## src/rtl/wdt_pkg.sv

```systemverilog
// Shared constants, state encoding and decode helper for the watchdog.
// Build option: WDT_PRESCALE_EN enables the WDPRE register and tick prescaler.
package wdt_pkg;

  localparam logic [4:0] WDEN_ADDR   = 5'h00;
  localparam logic [4:0] WDLIVE_ADDR = 5'h04;
  localparam logic [4:0] WTOCNT_ADDR = 5'h08;
  localparam logic [4:0] WDSTAT_ADDR = 5'h0C;
  localparam logic [4:0] WDPRE_ADDR  = 5'h10;

  localparam int WDEN_EN_BIT      = 0;
  localparam int WDLIVE_KICK_BIT  = 0;
  localparam int WDSTAT_FIRED_BIT = 0;
  localparam int WDSTAT_RUN_BIT   = 1;

  typedef enum logic [1:0] {
    IDLE  = 2'd0,
    COUNT = 2'd1,
    FIRE  = 2'd2
  } wdt_state_e;

  function automatic logic wr_hit(
    input logic       en,
    input logic [4:0] addr,
    input logic [4:0] match
  );
    return en && (addr == match);
  endfunction

endpackage

```

## src/rtl/wdt_prescaler.sv

```systemverilog
// Tick prescaler: pulses tick once every pre+1 enabled cycles.
// Only compiled when WDT_PRESCALE_EN is defined.
`ifdef WDT_PRESCALE_EN
module wdt_prescaler #(
  parameter int PRE_W = 8
) (
  input  logic             clk,
  input  logic             rst,
  input  logic             clr,
  input  logic             en,
  input  logic [PRE_W-1:0] pre,
  output logic             tick
);

  logic [PRE_W-1:0] cnt_q, cnt_d;

  // >= keeps the period sane if pre is lowered mid-count
  assign tick = en && (cnt_q >= pre);

  always_comb begin
    cnt_d = cnt_q;
    if (clr) begin
      cnt_d = '0;
    end else if (tick) begin
      cnt_d = '0;
    end else if (en) begin
      cnt_d = cnt_q + PRE_W'(1);
    end
  end

  always_ff @(posedge clk or negedge rst) begin
    if (!rst) begin
      cnt_q <= '0;
    end else begin
      cnt_q <= cnt_d;
    end
  end

endmodule
`endif

```

## src/rtl/wdt_timer.sv

```systemverilog
// Watchdog timer with register port; drives timeout for HOLD cycles on expiry.
// Build option: WDT_PRESCALE_EN adds WDPRE and the wdt_prescaler tick source.
module wdt_timer
  import wdt_pkg::*;
#(
  parameter int CNT_W = 32,
  parameter int PRE_W = 8,
  parameter int HOLD  = 4
) (
  input  logic        clk,
  input  logic        rst,
  input  logic        wr_en,
  input  logic [4:0]  wr_addr,
  input  logic [31:0] wr_data,
  input  logic [4:0]  rd_addr,
  output logic [31:0] rd_data,
  output logic        timeout
);

  localparam int HOLD_W = (HOLD > 1) ? $clog2(HOLD) : 1;
  localparam logic [HOLD_W-1:0] HOLD_LD = HOLD_W'(HOLD - 1);

  wdt_state_e        state_q, state_d;
  logic [CNT_W-1:0]  cnt_q, cnt_d;
  logic [HOLD_W-1:0] hold_q, hold_d;
  logic              timeout_q, timeout_d;
  logic              wden_q, wden_d;
  logic [CNT_W-1:0]  wtocnt_q, wtocnt_d;
  logic              fired_q, fired_d;
  logic              fired_set;

  logic wr_wden, wr_live, wr_tocnt, wr_stat;
  logic arm, disarm, kick, fired_clr;
  logic tick;
  logic running;

  assign wr_wden  = wr_hit(wr_en, wr_addr, WDEN_ADDR);
  assign wr_live  = wr_hit(wr_en, wr_addr, WDLIVE_ADDR);
  assign wr_tocnt = wr_hit(wr_en, wr_addr, WTOCNT_ADDR);
  assign wr_stat  = wr_hit(wr_en, wr_addr, WDSTAT_ADDR);

  assign arm       = wr_wden && wr_data[WDEN_EN_BIT];
  assign disarm    = wr_wden && !wr_data[WDEN_EN_BIT];
  assign kick      = wr_live && wr_data[WDLIVE_KICK_BIT];
  assign fired_clr = wr_stat && wr_data[WDSTAT_FIRED_BIT];

  assign running = (state_q != IDLE);
  assign timeout = timeout_q;

`ifdef WDT_PRESCALE_EN
  logic [PRE_W-1:0] wdpre_q, wdpre_d;
  logic             wr_pre;
  logic             pre_clr;
  logic             pre_en;

  assign wr_pre = wr_hit(wr_en, wr_addr, WDPRE_ADDR);
  assign pre_en = (state_q == COUNT);

  // Restart the tick phase whenever cnt is (re)loaded
  assign pre_clr = disarm
                || ((state_q == IDLE) && arm)
                || ((state_q == COUNT) && kick)
                || ((state_q == FIRE) && (hold_q == '0));

  always_comb begin
    wdpre_d = wdpre_q;
    if (wr_pre) wdpre_d = PRE_W'(wr_data);
  end

  always_ff @(posedge clk or negedge rst) begin
    if (!rst) begin
      wdpre_q <= '0;
    end else begin
      wdpre_q <= wdpre_d;
    end
  end

  wdt_prescaler #(
    .PRE_W (PRE_W)
  ) u_prescaler (
    .clk  (clk),
    .rst  (rst),
    .clr  (pre_clr),
    .en   (pre_en),
    .pre  (wdpre_q),
    .tick (tick)
  );
`else
  logic [PRE_W-1:0] wdpre_q;

  assign wdpre_q = '0;
  assign tick    = 1'b1;
`endif

  always_comb begin
    wden_d   = wden_q;
    wtocnt_d = wtocnt_q;
    if (wr_wden)  wden_d   = wr_data[WDEN_EN_BIT];
    if (wr_tocnt) wtocnt_d = CNT_W'(wr_data);
  end

  // Hardware set beats a same-cycle software clear
  assign fired_d = (fired_q && !fired_clr) || fired_set;

  always_comb begin
    state_d   = state_q;
    cnt_d     = cnt_q;
    hold_d    = hold_q;
    timeout_d = timeout_q;
    fired_set = 1'b0;
    if (disarm) begin
      state_d   = IDLE;
      cnt_d     = '0;
      hold_d    = '0;
      timeout_d = 1'b0;
    end else begin
      unique case (state_q)
        IDLE: begin
          cnt_d     = '0;
          timeout_d = 1'b0;
          if (arm) begin
            state_d = COUNT;
            cnt_d   = wtocnt_q;
          end
        end
        COUNT: begin
          if (kick) begin
            cnt_d = wtocnt_q;
          end else if (tick) begin
            if (cnt_q != '0) begin
              cnt_d = cnt_q - CNT_W'(1);
            end else begin
              state_d   = FIRE;
              timeout_d = 1'b1;
              hold_d    = HOLD_LD;
              fired_set = 1'b1;
            end
          end
        end
        FIRE: begin
          if (hold_q == '0) begin
            timeout_d = 1'b0;
            if (wden_q) begin
              state_d = COUNT;
              cnt_d   = wtocnt_q;
            end else begin
              state_d = IDLE;
              cnt_d   = '0;
            end
          end else begin
            hold_d = hold_q - HOLD_W'(1);
          end
        end
        default: begin
          state_d   = IDLE;
          cnt_d     = '0;
          hold_d    = '0;
          timeout_d = 1'b0;
        end
      endcase
    end
  end

  always_ff @(posedge clk or negedge rst) begin
    if (!rst) begin
      state_q   <= IDLE;
      cnt_q     <= '0;
      hold_q    <= '0;
      timeout_q <= 1'b0;
      wden_q    <= 1'b0;
      wtocnt_q  <= '0;
      fired_q   <= 1'b0;
    end else begin
      state_q   <= state_d;
      cnt_q     <= cnt_d;
      hold_q    <= hold_d;
      timeout_q <= timeout_d;
      wden_q    <= wden_d;
      wtocnt_q  <= wtocnt_d;
      fired_q   <= fired_d;
    end
  end

  always_comb begin
    rd_data = '0;
    unique case (1'b1)
      (rd_addr == WDEN_ADDR):   rd_data[WDEN_EN_BIT] = wden_q;
      (rd_addr == WTOCNT_ADDR): rd_data = 32'(wtocnt_q);
      (rd_addr == WDSTAT_ADDR): begin
        rd_data[WDSTAT_FIRED_BIT] = fired_q;
        rd_data[WDSTAT_RUN_BIT]   = running;
      end
      (rd_addr == WDPRE_ADDR):  rd_data = 32'(wdpre_q);
      default: rd_data = '0;
    endcase
  end

endmodule

```

## config.mk

```make
export PLATFORM = sky130hd
export DESIGN_NAME = wdt_timer
export DESIGN_NICKNAME = d
export VERILOG_FILES = /design/src/rtl/wdt_pkg.sv /design/src/rtl/wdt_prescaler.sv /design/src/rtl/wdt_timer.sv
export SDC_FILE = /design/constraint.sdc
export NUM_CORES = 1
export LEC_CHECK = 0
export BUFFER_PORTS_ARGS = -buffer_cell sky130_fd_sc_hd__buf_2
export CAP_MARGIN = 0
export CELL_PAD_IN_SITES_DETAIL_PLACEMENT = 1
export CELL_PAD_IN_SITES_GLOBAL_PLACEMENT = 1
export CORE_ASPECT_RATIO = 0.7
export CORE_MARGIN = 2
export CORE_UTILIZATION = 42
export CTS_CLUSTER_DIAMETER = 30
export DETAILED_ROUTE_END_ITERATION = 12
export GPL_ROUTABILITY_DRIVEN = 0
export PLACE_DENSITY = 0.87
export SETUP_SLACK_MARGIN = 0.15
export SLEW_MARGIN = 5
export SYNTH_ARGS = -nofsm -noshare
export SYNTH_HDL_FRONTEND = slang
export SYNTH_SLANG_ARGS = --single-unit
```

## constraint.sdc

```tcl
create_clock -name clk -period 3.2 [get_ports clk]
set_clock_uncertainty 0.2 [all_clocks]
set_input_delay 0.48 -clock clk [delete_from_list [all_inputs] [get_ports clk]]
set_output_delay 0.48 -clock clk [all_outputs]
set_load 0.01 [all_outputs]
```

* Word level (Yosys, flattened, before mapping)
Cells that the tools add are included.
Cells by class: reductions and logical operators 22, multiplexer cells 31, equality and inequality tests 14, add/subtract/negate cells 2
Operator list (number):
- two-way mux 32 bit | 6
- case mux 32 bit (3 select lines) | 1
- nonzero test 32 bit | 1
- subtractor 32 x 1 -> 32 bit, second input constant | 1
- two-way mux 30 bit | 1
- == test 5 x 4 -> 1 bit, second input constant | 4
- two-way mux 2 bit | 9
- != test 3 bit, second input constant | 5
- case mux 2 bit (3 select lines) | 2
- zero test 5 bit | 2
- logical AND 1 bit | 9
- two-way mux 1 bit | 9
- AND reduction 4 bit | 2
- == test 5 x 3 -> 1 bit, second input constant | 1
- zero test 2 bit | 2
- != test 4 bit, second input constant | 1
- case mux 1 bit (2 select lines) | 2
- case mux 1 bit (3 select lines) | 1
- AND reduction 3 bit | 1
- == test 2 x 1 -> 1 bit, second input constant | 1
- == test 2 bit, second input constant | 1
- zero test 1 bit | 2
- != test 2 bit, second input constant | 1
- AND reduction 2 bit | 1
- 3 further kinds | 3
Storage, ports and cells: output and inout port bits 33, register bits 71

* Logic depth before layout (Yosys ltp)
Gate-level depths: netlist of run 1.
word-level depth 7, mapped depth 10, mapped depth without buffers 8

* Least setup slack after synthesis of run 1
OpenSTA, ideal clock, no wires.
path type input -> register, start point input wr_addr[1], end point register state_q[0], data arrival time 2.375 ns, path buffers 2, setup slack 0.500 ns, library setup time 0.125 ns, stages on the path 8, cell sequence or4b_1 -> buf_2 -> or4_4 -> buf_6 -> nand2_8 -> o21ai_0 -> a31oi_1 -> mux2_2
On the way: word-level cells in the longest chain between the ends 5
RTL lines:
- start, declared | RTL line wdt_timer.sv:13 | input logic [4:0] wr_addr,
- == test 5 x 3 -> 1 bit / zero test 5 bit (equally long branches) | RTL line wdt_pkg.sv:27 | return en && (addr == match);
- logical AND 1 bit | RTL line wdt_pkg.sv:27
- logical AND 1 bit (on tied branches) | RTL line wdt_timer.sv:44, wdt_timer.sv:42, wdt_timer.sv:43
- != test 3 bit (no line)
- AND reduction 4 bit (no line)
- end signal, assigned | RTL line wdt_timer.sv:174 | state_q <= state_d;
- end, declared | RTL line wdt_timer.sv:23 | wdt_state_e state_q, state_d;
Parallel ways exist; a longest one is shown, timed or not. A chain may end at the register's enable or synchronous reset.

* Final worst setup path of run 1
start point register cnt_q[0], end point register cnt_q[11]
On the way: word-level cells in the longest chain between the ends 5
RTL lines:
- start, declared | RTL line wdt_timer.sv:24 | logic [CNT_W-1:0] cnt_q, cnt_d;
- start signal, assigned | RTL line wdt_timer.sv:175 | cnt_q <= cnt_d;
- subtractor 32 x 1 -> 32 bit | RTL line wdt_timer.sv:131 | cnt_d = cnt_q - CNT_W'(1);
- two-way mux 32 bit | RTL line wdt_timer.sv:130 | if (cnt_q != '0) begin
- two-way mux 32 bit | RTL line wdt_timer.sv:127 | if (kick) begin
- case mux 32 bit (3 select lines) | RTL line wdt_timer.sv:117 | unique case (state_q)
- two-way mux 32 bit | RTL line wdt_timer.sv:111 | if (disarm) begin
Parallel ways exist; a longest one is shown, timed or not. The select of a mux whose other input is x is not followed.

==> run metrics, run 1 <==
status complete, but fails checks; failing checks hold timing; startpoint types register; most used cell along the critical path buf_4; CTS tree done; hold_ws -10.8 ps; share of flip-flops with an asynchronous set or reset 100%; Area Overhead vs Synth 22.8%; minimum clock period 2880 ps; number of DRC markers in iteration 0 197; EDFF count, synth 0; per-cell routed wire length 19.6 microns; critical setup path kind reg -> reg; Fill cells 1075; first-pass GRT wire length 20800 microns; slowest CP cell dfrtp_1; via count normalized by instance count 5.99; initial antenna violation count 0; grt ovf 0; ratio of cells with drive above 1 in the final layout 30.0%; WP data arrival 2900 ps; DRC Markers 0; Final Setup Violations 0; unique cell type count in the Yosys netlist 57; PnR worst setup slack 322 ps; Commonest cells post-synth dfrtp_1 (71), o21ai_0 (47), mux2_2 (33), nor2_1 (33), and2_1 (31); Final Hold Viols 27; Gate Count Post-Synth 427; RSZ-0062 raised after global routing no; Critical Path Max Stage Delay 410 ps; Antenna Nets Post-Route 0; Static Leak 2.36 nW; storage element area 1780 sq um; CP endpoint kind register; Detailed Routing Iterations Pass 1 4; total I/O pin count 78; largest net degree at the start of global routing 36; worst slack, placed 233 ps; fin nets 559; Peak Freq 347 MHz; Resize count post-CTS 0; cts hold-fix bufs 0; Placement Rows 29; Period Utilization, post-route 89.9%; CTS Buffer Depth 2; mean area per synthesized cell 9.49 sq um; Seq/Total Area, Yosys 43.8%; ys flop type dfrtp_1; Seq cells post-synth 71; Synth Cell Area 4050 sq um; max-cap viol count 0; CTS H-tree depth 3; I/O Buffers 77; full die area 10500 sq um; total setup buffers inserted after CTS 0; Reg clk slew, reported paths 60 ps; Final Slew Violations 0; WL final 12500 microns; area of the multi-input gates 2140 sq um; Yosys top cell area share 43.8%; worst hold path class in -> async; number of global-route vias before repair 3960; post-synth top area cell dfrtp_1; Initial Util 44.0%; relative slew slack 24.7%; total track usage 25.4%; n_diodes 0; die height 86.2 microns; DIE WIDTH 121 microns; dpl hpwl 9080 microns; main area contributors after synthesis dfrtp_1 (44%), mux2_2 (9.2%), o21ai_0 (5.8%); worst-skew pair later-pin latency 340 ps; overall via count from detail_route 3817; Worst IR Drop VDD 389 uV; Mapped Nets 478; worst-margin pin slew 1120 ps; power per cell area 921 nW/um^2; crit-path cells inv_1, ha_1, nor4b_2, and4_1, nand4_1, buf_4, o211ai_4, nor2b_1, buf_4, a221o_1; warnings from Yosys 0; crit path max fanout 12; clk sink count 71; Req. time, crit path 3220 ps; count leader, synth dfrtp_1; Num CTS Buffers 9; Placeable Area 9220 sq um; clk root buf clkbuf_16; setup tns final 0 ps
registers in the layout, indices dropped and copies added (netlist names):
signal    count
fired_q       1
cnt_q        32
state_q       2
wtocnt_q     32
hold_q        2
timeout       1
wden_q        1
critical path: cells and delay by family, from the launching register on:
family,cells,cell delay (ps)
and+or+nand+nor,4,800
buffers and inverters,3,530
AOI/OAI and AO/OA,2,530
DFF,1,410
adders and majority gates,1,280
path summary, 6_finish.rpt:
| kind | end | slack (ps) | startpoint | cells past startpoint |
|---|---|---|---|---|
| hold / removal | fired_q | -10 | rst | 1 |
| hold reg to reg | timeout | 310 | timeout | 1 |
| max in group asynchronous | wtocnt_q[25] | 2030 | rst | 2 |
| setup reg to reg | cnt_q[11] | 320 | cnt_q[0] | 10 |
| min in group clk | wtocnt_q[5] | 150 | wr_data[5] | 2 |
| setup / recovery | cnt_q[11] | 320 | cnt_q[0] | 10 |
per-stage QoR:
step           utilization [%]  hold WS, ps  cell area (sq um)  instances  power, mW
2_1_floorplan                -        -15.6               4050        427       2.70
3_3_place_gp              50.3          296               4640        621       3.26
3_5_place_dp              50.3          302               4640        621       3.41
4_1_cts                   53.8         9.71               4960        637       4.55
5_1_grt                   54.0         46.6               4980        637       4.87
6_report                  54.0        -10.8               4980        637       4.58
metal layers:
metal | wire [microns] | vias to the layer above | global-route usage [%]
li1 | - | 1742 | -
met1 | 5600 | 1908 | 34.3
met2 | 5880 | 152 | 41.7
met3 | 838 | 15 | 5.66
met4 | 153 | 0 | 7.11
met5 | 0 | - | 0
area by class of cell:
type                            count  share of cell area (%)
Multi-Input combinational cell    321                    43.0
Tap cell                          124                    3.12
Timing Repair Buffer               94                    10.8
Clock buffer                       13                    5.23
Clock inverter                      3                    1.31
Sequential cell                    71                    35.7
Inverter                           11                   0.830
cells in the final DEF (no fill, tap or decap), types with 3 or more instances in the layout:
cell type,count
and2_1,31
or2_2,4
nand2_1,22
a22o_1,4
or3_1,3
a31oi_1,7
dfrtp_1,71
and3_1,4
nor3_1,20
a22oi_1,9
mux2_2,33
inv_1,11
o21ai_0,47
clkbuf_16,9
buf_4,15
a21oi_1,27
buf_2,77
a32oi_1,4
a221o_1,5
nor4_1,12
nor2_1,33
ha_1,6
nand4_1,4
xor2_1,3
o22ai_1,3
where the power goes:
part | switching, mW | internal (mW)
Sequential | 0.274 | 1.15
Clock | 0.378 | 0.724
Combinational | 1.28 | 0.778
kinds of logic after synthesis:
family	after synthesis	synth area share, %
compound gates	124	19.5
xor+xnor	5	1.08
fa+ha+maj	6	1.85
buf+inv	35	3.70
flops	71	43.8
mux	36	9.94
simple gates	150	20.1
No activity file was read; power rests on OpenSTA's default activity.
==> run 2, diff against run 1 <==
--- a/config.mk
+++ b/config.mk
@@ -11,11 +11,10 @@
 export CELL_PAD_IN_SITES_GLOBAL_PLACEMENT = 1
 export CORE_ASPECT_RATIO = 0.7
 export CORE_MARGIN = 2
-export CORE_UTILIZATION = 42
+export CORE_UTILIZATION = 33
 export CTS_CLUSTER_DIAMETER = 30
 export DETAILED_ROUTE_END_ITERATION = 12
-export GPL_ROUTABILITY_DRIVEN = 0
-export PLACE_DENSITY = 0.87
+export PLACE_DENSITY = 0.72
 export SETUP_SLACK_MARGIN = 0.15
 export SLEW_MARGIN = 5
 export SYNTH_ARGS = -nofsm -noshare
==> run 2 against run 1 <==
Net effect: the flow now finishes without violations; combinational power shrank 2%; routed wire length is 2.2% lower; critical path depth is the same; flip-flop and latch count stayed put; non-clock buffer count up 2; maximum frequency grew 1.0%; critical path type unchanged.
==> run metrics, run 2 (same netlist as run 1, synthesis figures left out) <==
first-pass GRT wire length 20000 microns (-3.9%); DRC Markers 0 (unchanged); Final Slew Violations 0 (unchanged); via count normalized by instance count 5.41 (-9.7%); die height 96.7 microns (+12%); total I/O pin count 78 (unchanged); Num CTS Buffers 9 (unchanged); WL final 12200 microns (-2.2%); Final Hold Viols 0 (-100%); slowest CP cell dfrtp_1; Req. time, crit path 3200 ps (-20 ps); post-layout util 42.1% (-12 points); most used cell along the critical path o21ai_0; number of DRC markers in iteration 0 224 (+14%); crit-path cells inv_1, ha_1, nor4b_2, and4_1, nand4_1, buf_4, o21ai_4, buf_12, o21ai_0, o21ai_0; initial antenna violation count 0 (unchanged); minimum clock period 2850 ps (-29.5 ps); number of global-route vias before repair 3811 (-3.8%); P_int 2.54 mW (-4.2%); Final Setup Violations 0 (unchanged); relative slew slack 44.4% (+20 points); total track usage 19.3% (-6.2 points); most common cell after layout, fill and taps aside buf_2; largest net degree at the start of global routing 36 (unchanged); overall via count from detail_route 3637 (-4.7%); per-cell routed wire length 18.2 microns (-7.3%); Seq pwr share 32.3% (+1.2 points); grt ovf 0 (unchanged); Finished Layout Cells 672 (+5.5%); Final Instance Area 4990 sq um (+0.25%); worst hold path class in -> reg; top cell family by delay on the critical path simple AND/OR/NAND/NOR gates; worst-margin pin slew 834 ps (-290 ps); DP Area 4690 sq um (+1.1%); Peak Freq 351 MHz (+1.0%); critical setup path kind reg -> reg; Reg clk slew, reported paths 60 ps (about the same); startpoint types register; max-cap viol count 0 (unchanged); DIE WIDTH 136 microns (+12%); Area Overhead vs Synth 23.1%; status finished, final reports clean; CTS H-tree depth 3 (unchanged); full die area 13200 sq um (+26%); power per cell area 881 nW/um^2 (-4.4%); Sw Pwr 1.86 mW (-4.0%); clk root buf clkbuf_16; fin nets 561 (+0.36%); RSZ-0062 raised after global routing no; n_diodes 0 (unchanged); top flop regs cnt_q x32, wtocnt_q x32; Antenna Nets Post-Route 0 (unchanged); clk sink count 71 (unchanged); worst-skew pair later-pin latency 340 ps (about the same); most frequent cells in the layout buf_2 (77), dfrtp_1 (71), o21ai_0 (47); ratio of cells with drive above 1 in the final layout 30.1% (+0.078 points); dpl hpwl 9050 microns (-0.39%); Placement Rows 33 (+14%); WP data arrival 2850 ps (-50 ps); Detailed Routing Iterations Pass 1 4 (unchanged); setup tns final 0 ps (unchanged); Initial Util 34.2% (-9.8 points); Period Utilization, post-route 89.0% (-0.92 points); crit path max fanout 35 (+23); Worst IR Drop VDD 358 uV (-7.9%); I/O Buffers 77 (unchanged); Static Leak 2.35 nW (-0.28%); Gate power share 46.0% (+1.1 points); CP endpoint kind register; GPL Wtd Cong 0.911; CTS Buffer Depth 2 (unchanged); dpl cells 655 (+5.5%); clock share of power 21.7% (-2.3 points); Critical Path Max Stage Delay 410 ps (about the same); Sw Ratio 42.2% (+0.069 points); CTS tree done; Placeable Area 11900 sq um (+29%); Worst Path Buf+Inv 3 (unchanged); total setup buffers inserted after CTS 0 (unchanged)
-- run 2: changes by cell type in the layout (fill, tap and decap cells not counted), sizes merged --
cell	previous run	this run
bufinv	2	0
clkinv	1	2
dlygate4sd3	0	1
buf	94	95
clkbuf	13	14
-- run 2: worst paths after layout --
kind | start | end | slack [ps] | cells after the start
max | cnt_q[0] | cnt_q[2] | 350 | 10
min | wr_data[5] | wtocnt_q[5] | 160 | 2
max reg2reg | cnt_q[0] | cnt_q[2] | 350 | 10
min reg2reg | hold_q[1] | hold_q[1] | 320 | 1
max in group asynchronous | rst | cnt_q[18] | 1730 | 3
min in group asynchronous | rst | wtocnt_q[4] | 360 | 2
-- run 2: final cells by class --
| cell class | count | area [sq um] |
|---|---|---|
| fillers | 1386 | 6860 |
| flip-flops and latches | 71 | 1780 |
| inverters | 11 | 41.3 |
| clock buffers | 14 | 274 |
| multi-input cells | 321 | 2130 |
| repair buffers | 96 | 556 |
| clock inverters | 2 | 13.8 |
| well taps | 157 | 196 |
-- run 2: through the flow --
stage          worst slack (ps)  power, mW  hold slack, ps
4_1_cts                     304       4.39             150
6_report                    352       4.39             160
2_1_floorplan               500       2.70           -15.6
3_5_place_dp                297       3.41             188
5_1_grt                     211       4.72             166
3_3_place_gp                352       3.34             182
-- run 2: timing repair --
item                       in CTS  in global routing
gates resized for setup         0                  1
setup endpoints to repair       0                  4
hold endpoints to repair       11                  0
hold buffers                    1                  0
-- run 2: per-layer routing --
layer	vias to the layer above	share of wire, %	global-route usage, %
met5	-	0	0
met4	0	0.59	4.41
met3	6	3.6	4.04
met2	81	45	29.5
met1	1816	51	27.9
li1	1734	-	-
-- run 2: power by group through the flow --
stage / combinational (mW) / sequential, mW / clock, mW
5_1_grt: 2.25 / 1.46 / 1.02
6_report: 2.02 / 1.42 / 0.952
3_3_place_gp: 1.93 / 1.41 / 0
3_5_place_dp: 1.99 / 1.42 / 0
4_1_cts: 2.00 / 1.41 / 0.978
2_1_floorplan: 1.37 / 1.33 / 0
==> run 3, diff against run 2 <==
--- a/config.mk
+++ b/config.mk
@@ -7,14 +7,14 @@
 export LEC_CHECK = 0
 export BUFFER_PORTS_ARGS = -buffer_cell sky130_fd_sc_hd__buf_2
 export CAP_MARGIN = 0
-export CELL_PAD_IN_SITES_DETAIL_PLACEMENT = 1
-export CELL_PAD_IN_SITES_GLOBAL_PLACEMENT = 1
+export CELL_PAD_IN_SITES_DETAIL_PLACEMENT = 0
+export CELL_PAD_IN_SITES_GLOBAL_PLACEMENT = 2
 export CORE_ASPECT_RATIO = 0.7
 export CORE_MARGIN = 2
 export CORE_UTILIZATION = 33
 export CTS_CLUSTER_DIAMETER = 30
 export DETAILED_ROUTE_END_ITERATION = 12
-export PLACE_DENSITY = 0.72
+export PLACE_DENSITY = 0.85
 export SETUP_SLACK_MARGIN = 0.15
 export SLEW_MARGIN = 5
 export SYNTH_ARGS = -nofsm -noshare
==> run 3 against run 2 <==
Net effect: final cell count decreased by 0.15%; first-iteration DRC count increased by 30%; core utilization increased by 0.053 points; sequential share of layout area about the same; die area unchanged; critical path depth unchanged; highest routed layer unchanged; design area increased by 0.13%.
==> run metrics, run 3 (same netlist as run 1, synthesis figures left out) <==
critical setup path kind reg -> reg; Placement Rows 33 (unchanged); crit-path cells inv_1, ha_1, nor4b_1, and4_1, nand4_1, buf_4, o21ai_4, buf_12, nor2_1, a22o_1; dpl cells 656 (+0.15%); CTS H-tree depth 3 (unchanged); DIE WIDTH 136 microns (unchanged); die height 96.7 microns (unchanged); Period Utilization, post-route 87.6% (-1.4 points); Final Setup Violations 0 (unchanged); total track usage 18.1% (-1.2 points); max-cap viol count 0 (unchanged); clk root buf clkbuf_16; post-layout util 42.2% (+0.053 points); WP data arrival 2820 ps (-30 ps); Final Hold Viols 0 (unchanged); Reg clk slew, reported paths 50 ps (about the same); Area Overhead vs Synth 23.3%; worst-skew pair later-pin latency 330 ps (about the same); Final Instance Area 5000 sq um (+0.13%); first-pass GRT wire length 18700 microns (-6.4%); number of global-route vias before repair 3503 (-8.1%); top cell family by delay on the critical path simple AND/OR/NAND/NOR gates; Fill cells 1213 (-12%); clock share of power 22.2% (+0.5 points); Placeable Area 11900 sq um (unchanged); full die area 13200 sq um (unchanged); ratio of cells with drive above 1 in the final layout 29.6% (-0.53 points); Sw Pwr 1.79 mW (-3.6%); dpl hpwl 7920 microns (-12%); overall via count from detail_route 3602 (-0.96%); most frequent cells in the layout buf_2 (77), dfrtp_1 (71), o21ai_0 (47); n_diodes 0 (unchanged); initial antenna violation count 0 (unchanged); slowest CP cell dfrtp_1; DRC Markers 0 (unchanged); CP endpoint kind register; minimum clock period 2800 ps (-45.5 ps); Peak Freq 357 MHz (+1.6%); P_int 2.58 mW (+1.6%); grt ovf 0 (unchanged); CTS tree done; total I/O pin count 78 (unchanged); hold_ws 166 ps (+6.31 ps); Seq pwr share 32.2% (about the same); setup tns final 0 ps (unchanged); Initial Util 34.2% (unchanged); clk sink count 71 (unchanged); per-cell routed wire length 16.7 microns (-8.0%); Num CTS Buffers 9 (unchanged); Worst Path Buf+Inv 3 (unchanged); startpoint types register; Worst IR Drop VDD 363 uV (+1.2%); WL final 11200 microns (-8.1%); Final Slew Violations 0 (unchanged); CTS Buffer Depth 2 (unchanged); Finished Layout Cells 671 (-0.15%); GPL Wtd Cong 0.868 (-4.7%); Detailed Routing Iterations Pass 1 7 (+3); Req. time, crit path 3220 ps (+20 ps); worst-margin pin slew 849 ps (+15.2 ps); crit path max fanout 35 (unchanged); largest net degree at the start of global routing 72 (+100%); status finished, final reports clean; most common cell after layout, fill and taps aside buf_2; DP Area 4710 sq um (+0.43%); Critical Path Max Stage Delay 400 ps (about the same); I/O Buffers 77 (unchanged); relative slew slack 43.1% (-1.3 points); power per cell area 874 nW/um^2 (-0.74%); Sw Ratio 41.0% (-1.3 points); via count normalized by instance count 5.37 (-0.81%); Antenna Nets Post-Route 0 (unchanged); Gate power share 45.6% (-0.4 points); number of DRC markers in iteration 0 291 (+30%); RSZ-0062 raised after global routing no; fin nets 562 (+0.18%); worst hold path class in -> reg; Static Leak 2.35 nW (about the same); top flop regs cnt_q x32, wtocnt_q x32
## run 3: cell types whose count changed in the layout (fill, tap and decap cells not counted)
cell and delta:
clkbuf_8 -2, buf_12 +1, bufinv_16 +1, clkbuf_1 +1, clkinv_2 -1, clkinv_4 -1, nor4b_1 +1, nor4b_2 -1
## run 3: repair_timing
item                                   CTS  global route
hold buffers                             1             0
endpoints found under the hold margin   70             0
gates resized for setup                  0             0
setup buffers                            0             0
## run 3: worst register-to-register path, stage by stage, from the launching register on
cell and delay, ps:
dfrtp_1 400, inv_1 110, ha_1 190, nor4b_1 310, and4_1 320, nand4_1 260
buf_4 280, o21ai_4 140, buf_12 210, nor2_1 70, a22o_1 190
## run 3: power by group through the flow
| stage | clock, mW | combinational (mW) | sequential, mW |
|---|---|---|---|
| 2_1_floorplan | 0 | 1.37 | 1.33 |
| 3_3_place_gp | 0 | 1.96 | 1.41 |
| 3_5_place_dp | 0 | 1.97 | 1.42 |
| 4_1_cts | 0.999 | 1.98 | 1.41 |
| 5_1_grt | 1.04 | 2.24 | 1.45 |
| 6_report | 0.970 | 1.99 | 1.41 |
## run 3: final cells by class
type | instances | area (sq um) | share of cell area (%)
clock inverters | 1 | 30.0 | 0.601
flip-flops and latches | 71 | 1780 | 35.6
well taps | 157 | 196 | 3.93
clock buffers | 13 | 250 | 5.01
repair buffers | 97 | 576 | 11.5
inverters | 11 | 41.3 | 0.826
multi-input cells | 321 | 2130 | 42.5
## run 3: through the flow
step                      setup slack, ps  power (mW)
after global routing                  231        4.72
after global placement                354        3.37
final                                 397        4.37
after CTS                             419        4.38
after floorplan                       500        2.70
after detailed placement              324        3.38
## run 3: worst paths after layout
path                       startpoint            to  slack (ps)  cells after the start
max in group asynchronous         rst  wtocnt_q[28]        1970                      3
min                        wr_data[5]   wtocnt_q[5]         170                      2
min reg2reg                 hold_q[1]     hold_q[1]         330                      1
max                          cnt_q[0]      cnt_q[5]         400                     10
min in group asynchronous         rst  wtocnt_q[30]         490                      3
max reg2reg                  cnt_q[0]      cnt_q[5]         400                     10
## run 3: per-layer routing
metal  wire [microns]  vias to the layer above  GRT usage (%)
met5                0                        -              0
met4              129                        0           5.37
met3              687                       12           4.82
met2             4620                      123           25.2
met1             5780                     1731           27.1
li1                 -                     1736              -
